File: src/rtl/pl_mdu_pkg.sv
// Shared types and constants for the iterative RV32M multiply/divide sequencer.
package pl_mdu_pkg;

  typedef enum logic [1:0] {IDLE, CALC, FIX, DONE} mdu_state_t;

  localparam int ITER  = 32;
  localparam int CNT_W = 6;

  localparam logic [2:0] OP_MUL    = 3'b000;
  localparam logic [2:0] OP_MULH   = 3'b001;
  localparam logic [2:0] OP_MULHSU = 3'b010;
  localparam logic [2:0] OP_MULHU  = 3'b011;
  localparam logic [2:0] OP_DIV    = 3'b100;
  localparam logic [2:0] OP_DIVU   = 3'b101;
  localparam logic [2:0] OP_REM    = 3'b110;
  localparam logic [2:0] OP_REMU   = 3'b111;

  function automatic logic op_is_mul(input logic [2:0] f);
    return ~f[2];
  endfunction

  function automatic logic a_is_signed(input logic [2:0] f);
    return f[2] ? ~f[0] : (f != OP_MULHU);
  endfunction

  // mulhsu and mulhu treat rs2 as unsigned; divu/remu treat both as unsigned
  function automatic logic b_is_signed(input logic [2:0] f);
    return f[2] ? ~f[0] : ~f[1];
  endfunction

endpackage

File: src/rtl/pl_mdu_step.sv
// One iteration of the shared datapath: shift-add multiply step or restoring divide step.
module pl_mdu_step
  import pl_mdu_pkg::*;
#(
  parameter int XLEN = 32
) (
  input  logic            is_div,
  input  logic [XLEN:0]   hi,
  input  logic [XLEN-1:0] lo,
  input  logic [XLEN-1:0] m,
  output logic [XLEN:0]   hi_next,
  output logic [XLEN-1:0] lo_next
);

  logic [XLEN:0]   sum;
  logic [XLEN:0]   shifted;
  logic [XLEN+1:0] diff;

  // hi holds the partial product high word (mul) or the running remainder (div)
  always_comb begin
    sum     = hi + (lo[0] ? {1'b0, m} : {(XLEN+1){1'b0}});
    shifted = {hi[XLEN-1:0], lo[XLEN-1]};
    diff    = {1'b0, shifted} - {2'b00, m};
    if (is_div) begin
      hi_next = diff[XLEN+1] ? shifted : diff[XLEN:0];
      lo_next = {lo[XLEN-2:0], ~diff[XLEN+1]};
    end else begin
      hi_next = {1'b0, sum[XLEN:1]};
      lo_next = {sum[0], lo[XLEN-1:1]};
    end
  end

endmodule

File: src/rtl/pl_mdu_ctrl.sv
// RV32M multiply/divide sequencer: FSM, counter, operand registers, sign fix, result select.
// Optional MDU_FASTZERO_EN: zero-operand multiplies and divide-by-zero finish in one cycle.
module pl_mdu_ctrl
  import pl_mdu_pkg::*;
#(
  parameter int XLEN = 32
) (
  input  logic            clk,
  input  logic            clrn,
  input  logic            start,
  input  logic [2:0]      func3,
  input  logic [XLEN-1:0] a,
  input  logic [XLEN-1:0] b,
  input  logic            flush,
  output logic            stall,
  output logic            done,
  output logic [XLEN-1:0] result
);

  mdu_state_t        state, state_n;
  logic [CNT_W-1:0]  cnt;
  logic [2:0]        op;
  logic              neg_res;
  logic [XLEN:0]     hi, hi_next;
  logic [XLEN-1:0]   lo, lo_next, m;

  logic              is_mul, a_neg, b_neg, b_zero, neg_start;
  logic [XLEN-1:0]   a_mag, b_mag, quo_fix, rem_fix, fix_result;
  logic [2*XLEN-1:0] prod, prod_fix;

  assign is_mul    = op_is_mul(func3);
  assign a_neg     = a_is_signed(func3) & a[XLEN-1];
  assign b_neg     = b_is_signed(func3) & b[XLEN-1];
  assign a_mag     = a_neg ? -a : a;
  assign b_mag     = b_neg ? -b : b;
  assign b_zero    = (b == '0);
  // remainder follows the dividend; a zero divisor leaves the all-ones quotient unsigned
  assign neg_start = is_mul   ? (a_neg ^ b_neg) :
                     func3[1] ? a_neg : ((a_neg ^ b_neg) & ~b_zero);

`ifdef MDU_FASTZERO_EN
  logic            fast_hit;
  logic [XLEN-1:0] fast_result;
  assign fast_hit    = is_mul ? ((a == '0) | b_zero) : b_zero;
  assign fast_result = is_mul ? '0 : (func3[1] ? a : '1);
`endif

  pl_mdu_step #(.XLEN(XLEN)) u_step (
    .is_div  (op[2]),
    .hi      (hi),
    .lo      (lo),
    .m       (m),
    .hi_next (hi_next),
    .lo_next (lo_next)
  );

  assign stall = ((state == IDLE) & start & ~flush) | (state == CALC) | (state == FIX);

  always_comb begin
    prod     = {hi[XLEN-1:0], lo};
    prod_fix = neg_res ? -prod : prod;
    quo_fix  = neg_res ? -lo : lo;
    rem_fix  = neg_res ? -hi[XLEN-1:0] : hi[XLEN-1:0];
    case (op)
      OP_MUL:                       fix_result = prod_fix[XLEN-1:0];
      OP_MULH, OP_MULHSU, OP_MULHU: fix_result = prod_fix[2*XLEN-1:XLEN];
      OP_DIV, OP_DIVU:              fix_result = quo_fix;
      default:                      fix_result = rem_fix;
    endcase
  end

  always_comb begin
    state_n = state;
    case (state)
      IDLE: begin
        if (start) begin
`ifdef MDU_FASTZERO_EN
          state_n = fast_hit ? DONE : CALC;
`else
          state_n = CALC;
`endif
        end
      end
      CALC:    if (cnt == CNT_W'(ITER - 1)) state_n = FIX;
      FIX:     state_n = DONE;
      default: state_n = IDLE;
    endcase
    if (flush) state_n = IDLE;
  end

  // Operands are latched as magnitudes; the step module never sees signs
  always_ff @(posedge clk) begin
    if (!clrn) begin
      state   <= IDLE;
      cnt     <= '0;
      op      <= '0;
      neg_res <= 1'b0;
      hi      <= '0;
      lo      <= '0;
      m       <= '0;
      done    <= 1'b0;
      result  <= '0;
    end else begin
      state <= state_n;
      done  <= (state_n == DONE);
      case (state)
        IDLE: begin
          if (start && !flush) begin
            op      <= func3;
            neg_res <= neg_start;
            hi      <= '0;
            lo      <= is_mul ? b_mag : a_mag;
            m       <= is_mul ? a_mag : b_mag;
            cnt     <= '0;
`ifdef MDU_FASTZERO_EN
            if (fast_hit) result <= fast_result;
`endif
          end
        end
        CALC: begin
          hi  <= hi_next;
          lo  <= lo_next;
          cnt <= cnt + CNT_W'(1);
        end
        FIX: if (!flush) result <= fix_result;
        default: ;
      endcase
    end
  end

endmodule

File: config.mk
export PLATFORM = sky130hd
export DESIGN_NAME = pl_mdu_ctrl
export DESIGN_NICKNAME = d
export VERILOG_FILES = /design/src/rtl/pl_mdu_pkg.sv /design/src/rtl/pl_mdu_step.sv /design/src/rtl/pl_mdu_ctrl.sv
export SDC_FILE = /design/constraint.sdc
export NUM_CORES = 1
export LEC_CHECK = 0
export CAP_MARGIN = 25
export CORE_MARGIN = 4
export CORE_UTILIZATION = 55
export CTS_CLUSTER_DIAMETER = 150
export DETAILED_ROUTE_END_ITERATION = 8
export HOLD_SLACK_MARGIN = 0.02
export PLACE_DENSITY = 0.77
export SETUP_SLACK_MARGIN = 0.5
export SLEW_MARGIN = 5
export SYNTH_ARGS = -nofsm -noshare
export SYNTH_HDL_FRONTEND = slang
export SYNTH_HIERARCHICAL = 1
export SYNTH_SLANG_ARGS = --single-unit
File: constraint.sdc
create_clock -name clk -period 6.1 [get_ports clk]
set_input_delay 1.22 -clock clk [delete_from_list [all_inputs] [get_ports clk]]
set_output_delay 1.22 -clock clk [all_outputs]
set_load 0.05 [all_outputs]
==> impl_metrics.xml <==
<?xml version="1.0" encoding="UTF-8"?>
<metrics>
  <group name="logic_synthesis">
    <metric name="ys_seq_elements" unit="">142</metric>
    <metric name="synth.mux.area_fraction" unit="">0.0549</metric>
    <metric name="post_synth_and_or_nand_nor_area_fraction" unit="">0.245</metric>
    <metric name="netlist_top_cells_count" unit="">239 x sky130_fd_sc_hd__nand2_1, 178 x sky130_fd_sc_hd__a21oi_1, 142 x sky130_fd_sc_hd__dfxtp_1</metric>
    <metric name="mappedNetlistNets" unit="">2224</metric>
    <metric name="ys_warn_count" unit="">6</metric>
    <metric name="synthMostInstantiatedCell" unit="">sky130_fd_sc_hd__nand2_1</metric>
    <metric name="dominantRegCellSynth" unit="">sky130_fd_sc_hd__dfxtp_1</metric>
    <metric name="synth_cell_types" unit="">92</metric>
    <metric name="synthArstFlopShare" unit="">0</metric>
    <metric name="netlist.top_cell.by_area" unit="">sky130_fd_sc_hd__dfxtp_1</metric>
    <metric name="ys_top_cells_by_area" unit="">sky130_fd_sc_hd__dfxtp_1 19%, sky130_fd_sc_hd__nand2_1 6.0%, sky130_fd_sc_hd__a21oi_1 6.0%</metric>
    <metric name="post_synth_inst_count" unit="">2082</metric>
    <metric name="post_synth_xor_area_fraction" unit="">0.104</metric>
    <metric name="synth_adder_area_share" unit="">0.0604</metric>
    <metric name="main_combinational_cell_family_by_area_after_synthesis" unit="">compound AO/OA/AOI/OAI gates</metric>
    <metric name="synth_compound_gate_area_share" unit="">0.289</metric>
    <metric name="synth-seq-area-share" unit="">0.190</metric>
    <metric name="synthDominantCellAreaShare" unit="">0.190</metric>
    <metric name="netlist_area" unit="µm²">15000</metric>
    <metric name="syn_area_per_cell" unit="µm²">7.19</metric>
    <metric name="synth_enable_flop_cells" unit="">0</metric>
  </group>
  <group name="drt">
    <metric name="drcViolationCount" unit="">0</metric>
    <metric name="detailedRoute.firstPassIterationCount" unit="">8</metric>
    <metric name="drt-wirelength-per-cell" unit="µm">22.6</metric>
    <metric name="routed-via-count" unit="">16700</metric>
    <metric name="drt_iter0_drc" unit="">2262</metric>
    <metric name="routed_wirelength" unit="mm">55.0</metric>
    <metric name="routed_via_density" unit="">6.86</metric>
    <metric name="postRouteAntennaNets" unit="">0</metric>
  </group>
  <group name="pwr">
    <metric name="clock_share_of_power" unit="">0.353</metric>
    <metric name="peakVddDrop" unit="µV">182</metric>
    <metric name="p_sw_frac" unit="">0.402</metric>
    <metric name="pwr_density_cell" unit="nW/µm²">189</metric>
    <metric name="p_sw" unit="mW">1.26</metric>
    <metric name="p_int" unit="mW">1.87</metric>
    <metric name="power.leakage" unit="nW">6.36</metric>
    <metric name="seqPwrFrac" unit="">0.327</metric>
    <metric name="power_after_layout" unit="mW">3.13</metric>
    <metric name="p_comb_frac" unit="">0.320</metric>
  </group>
  <group name="critical_path">
    <metric name="timing_worst_setup_path_type" unit="">input pin to output pin</metric>
    <metric name="critical-path-slowest-cell" unit="">sky130_fd_sc_hd__clkdlybuf4s50_1</metric>
    <metric name="cell_with_the_most_instances_on_the_worst_path" unit="">sky130_fd_sc_hd__clkdlybuf4s50_1</metric>
    <metric name="critical_path_required" unit="ns">4.88</metric>
    <metric name="ff_to_ff_start" unit="">hi[3]$_SDFFE_PN0P_</metric>
    <metric name="critPathMaxFanout" unit="">5</metric>
    <metric name="startpoint_type" unit="">input pin</metric>
    <metric name="worst_path_max_stage_delay" unit="ns">0.81</metric>
    <metric name="path_cells" unit="">clkdlybuf4s50_1 -&gt; nor2b_1 -&gt; nand2_2 -&gt; nand3_1 -&gt; clkdlybuf4s50_1</metric>
    <metric name="reg2reg_slack" unit="ns">1.92</metric>
    <metric name="worst_r2r_path_cells" unit="">12</metric>
    <metric name="worstPathArrival" unit="ns">2.97</metric>
    <metric name="worstSetupEndpointType" unit="">output pin</metric>
    <metric name="worst_r2r_endpoint" unit="">hi[30]$_SDFFE_PN0P_</metric>
  </group>
  <group name="final_layout">
    <metric name="post-route-util" unit="">0.618</metric>
    <metric name="final_cell_count_no_fill" unit="">2431</metric>
    <metric name="syn2layout_area_growth" unit="%">11.1</metric>
    <metric name="fillCellCount" unit="">2530</metric>
    <metric name="layout-drive-gt1-share" unit="">0.0670</metric>
    <metric name="final_cell_area" unit="µm²">16600</metric>
    <metric name="finalNetCount" unit="">2218</metric>
  </group>
  <group name="clock_network">
    <metric name="cts_repair_resize_count" unit="">0</metric>
    <metric name="clkTransAtPathRegs" unit="ns">0.07</metric>
    <metric name="clock_tree.buffer_depth" unit="">2</metric>
    <metric name="number_of_buffers_added_by_the_clock_tree_synthesis_step" unit="">17</metric>
    <metric name="cts.htree.levels" unit="">4</metric>
    <metric name="tritoncts_clock_tree" unit="">yes</metric>
    <metric name="cts-root-buf" unit="">sky130_fd_sc_hd__clkbuf_16</metric>
    <metric name="setup_fix_buffers_added_after_clock_tree_synthesis" unit="">0</metric>
    <metric name="insertion_delay" unit="ns">0.46</metric>
    <metric name="clock-sinks" unit="">142</metric>
    <metric name="cts_hold_repair.buffers" unit="">0</metric>
  </group>
  <group name="sta">
    <metric name="fin_crit_sh" unit="">0.687</metric>
    <metric name="worst_pin_slew" unit="ns">1.07</metric>
    <metric name="fin_ws" unit="ns">1.91</metric>
    <metric name="fin_skew" unit="ns">0.0265</metric>
    <metric name="fmax" unit="GHz">0.239</metric>
    <metric name="final-hold-violation-count" unit="">0</metric>
    <metric name="max_slew_violations" unit="">0</metric>
    <metric name="grt_setup_unrepaired" unit="">false</metric>
    <metric name="post-route-min-period" unit="ns">4.19</metric>
    <metric name="max_slew_margin" unit="">0.279</metric>
    <metric name="whs" unit="ns">0.449</metric>
    <metric name="finalSetupTns" unit="ns">0</metric>
    <metric name="finalSetupViolCount" unit="">0</metric>
  </group>
  <group name="worst_hold_path">
    <metric name="hold_start" unit="">result[1]$_SDFFE_PN0P_</metric>
    <metric name="min_path_type" unit="">register to register</metric>
    <metric name="min_delay_worst_endpoint" unit="">result[1]$_SDFFE_PN0P_</metric>
    <metric name="worst_hold_path.num_cells" unit="">2</metric>
  </group>
  <group name="floorplan">
    <metric name="row_count" unit="">60</metric>
    <metric name="die_w" unit="µm">173</metric>
    <metric name="ioPinCount" unit="">105</metric>
    <metric name="overall_die_area" unit="µm²">29900</metric>
    <metric name="start_util" unit="">0.557</metric>
    <metric name="die_h" unit="µm">173</metric>
    <metric name="core_area" unit="µm²">26900</metric>
  </group>
  <group name="run">
    <metric name="cap_viol_max_count" unit="">0</metric>
  </group>
  <group name="placement">
    <metric name="gp_routability_congestion" unit="">1.01</metric>
    <metric name="numPortBuffers" unit="">104</metric>
    <metric name="post-place-ws" unit="ns">1.91</metric>
    <metric name="dp.cells" unit="">2397</metric>
    <metric name="post-dp-hpwl" unit="mm">40.4</metric>
    <metric name="place_area" unit="µm²">16000</metric>
  </group>
  <group name="global_route">
    <metric name="via_count_of_the_first_global_routing_pass" unit="">15300</metric>
    <metric name="grt_max_degree" unit="">93</metric>
    <metric name="antenna_found_initial" unit="">1</metric>
    <metric name="global_route.overflow_total" unit="">0</metric>
    <metric name="grt_usage" unit="">0.349</metric>
    <metric name="grt_first_pass_wirelength" unit="mm">84.9</metric>
  </group>
  <group name="run_status">
    <metric name="run_status" unit="">completed</metric>
  </group>
</metrics>
-- cells in the final DEF, fill, tap and decap left out, types with 18 or more instances in the layout --
cell type | synthesis | layout
sky130_fd_sc_hd__a211oi_1 | 22 | 22
sky130_fd_sc_hd__a21o_1 | 33 | 33
sky130_fd_sc_hd__a21oi_1 | 178 | 178
sky130_fd_sc_hd__a31oi_1 | 33 | 33
sky130_fd_sc_hd__and2_1 | 49 | 49
sky130_fd_sc_hd__buf_4 | 2 | 21
sky130_fd_sc_hd__clkdlybuf4s50_1 | 0 | 102
sky130_fd_sc_hd__dfxtp_1 | 142 | 140
sky130_fd_sc_hd__ha_1 | 69 | 69
sky130_fd_sc_hd__inv_1 | 61 | 61
sky130_fd_sc_hd__mux2_2 | 40 | 40
sky130_fd_sc_hd__mux2i_1 | 37 | 37
sky130_fd_sc_hd__nand2_1 | 239 | 238
sky130_fd_sc_hd__nand3_1 | 110 | 110
sky130_fd_sc_hd__nand4_1 | 37 | 37
sky130_fd_sc_hd__nor2_1 | 140 | 138
sky130_fd_sc_hd__nor3_1 | 32 | 32
sky130_fd_sc_hd__nor4_1 | 31 | 31
sky130_fd_sc_hd__o211ai_1 | 20 | 20
sky130_fd_sc_hd__o21ai_0 | 130 | 130
sky130_fd_sc_hd__o221ai_1 | 32 | 32
sky130_fd_sc_hd__o31ai_1 | 32 | 32
sky130_fd_sc_hd__or3_1 | 18 | 18
sky130_fd_sc_hd__xnor2_1 | 101 | 101
sky130_fd_sc_hd__xor2_1 | 76 | 76
-- metal layers --
metal | wire length, µm | track usage | vias up
met3 | 5560 | 0.0671 | 152
met5 | 0 | 0 | -
met2 | 24100 | 0.542 | 969
met4 | 2920 | 0.174 | 0
li1 | - | - | 7708
met1 | 22400 | 0.464 | 7845
-- power by group through the flow --
stage	combinational, mW	sequential (mW)	clock, mW
5_1_grt	1.07	1.03	1.15
2_1_floorplan	0.686	1.01	0
3_5_place_dp	0.963	1.04	0
6_report	1.00	1.02	1.10
3_3_place_gp	0.947	1.04	0
4_1_cts	0.967	1.02	1.10
-- cell families (layout without fill, tap and decap cells) --
kind of cell | after synthesis | after routing
compound gates | 653 | 653
xor+xnor | 177 | 177
fa+ha+maj | 71 | 71
buf+inv | 215 | 222
flops | 142 | 142
mux | 77 | 77
other cells | 0 | 1
simple gates | 747 | 747
-- sequential cells by signal, indices dropped and copies added (netlist names) --
name	count
cnt	6
done	1
hi	33
lo	32
m	32
neg_res	1
op	3
result	32
state	2
-- critical path, delay by kind of cell --
family | cells | cell delay [ns]
buffers and inverters | 2 | 1.28
AND/OR/NAND/NOR | 3 | 0.47
-- final cells by class --
type,count,area (µm²),share of cell area
multi-input cells,1725,11300,0.679
flip-flops and latches,142,2850,0.171
repair buffers,126,1200,0.0724
well taps,341,427,0.0257
clock buffers,17,425,0.0256
inverters,64,240,0.0145
clock inverters,15,181,0.0109
diodes,1,2.50,0.000151
-- worst max-delay path by stage --
stage                       start                   to  slack, ns  cells past startpoint
6_report                    start                stall       1.91                      5
4_1_cts                     start                stall       1.90                      5
3_5_place_dp                start                stall       1.91                      5
5_1_grt        lo[0]$_SDFFE_PN0P_  hi[31]$_SDFFE_PN0P_       1.78                     15
2_1_floorplan               start                stall       2.38                      5
3_3_place_gp                start                stall       1.94                      5
Note: power is estimated with default switching activity, not from simulation.
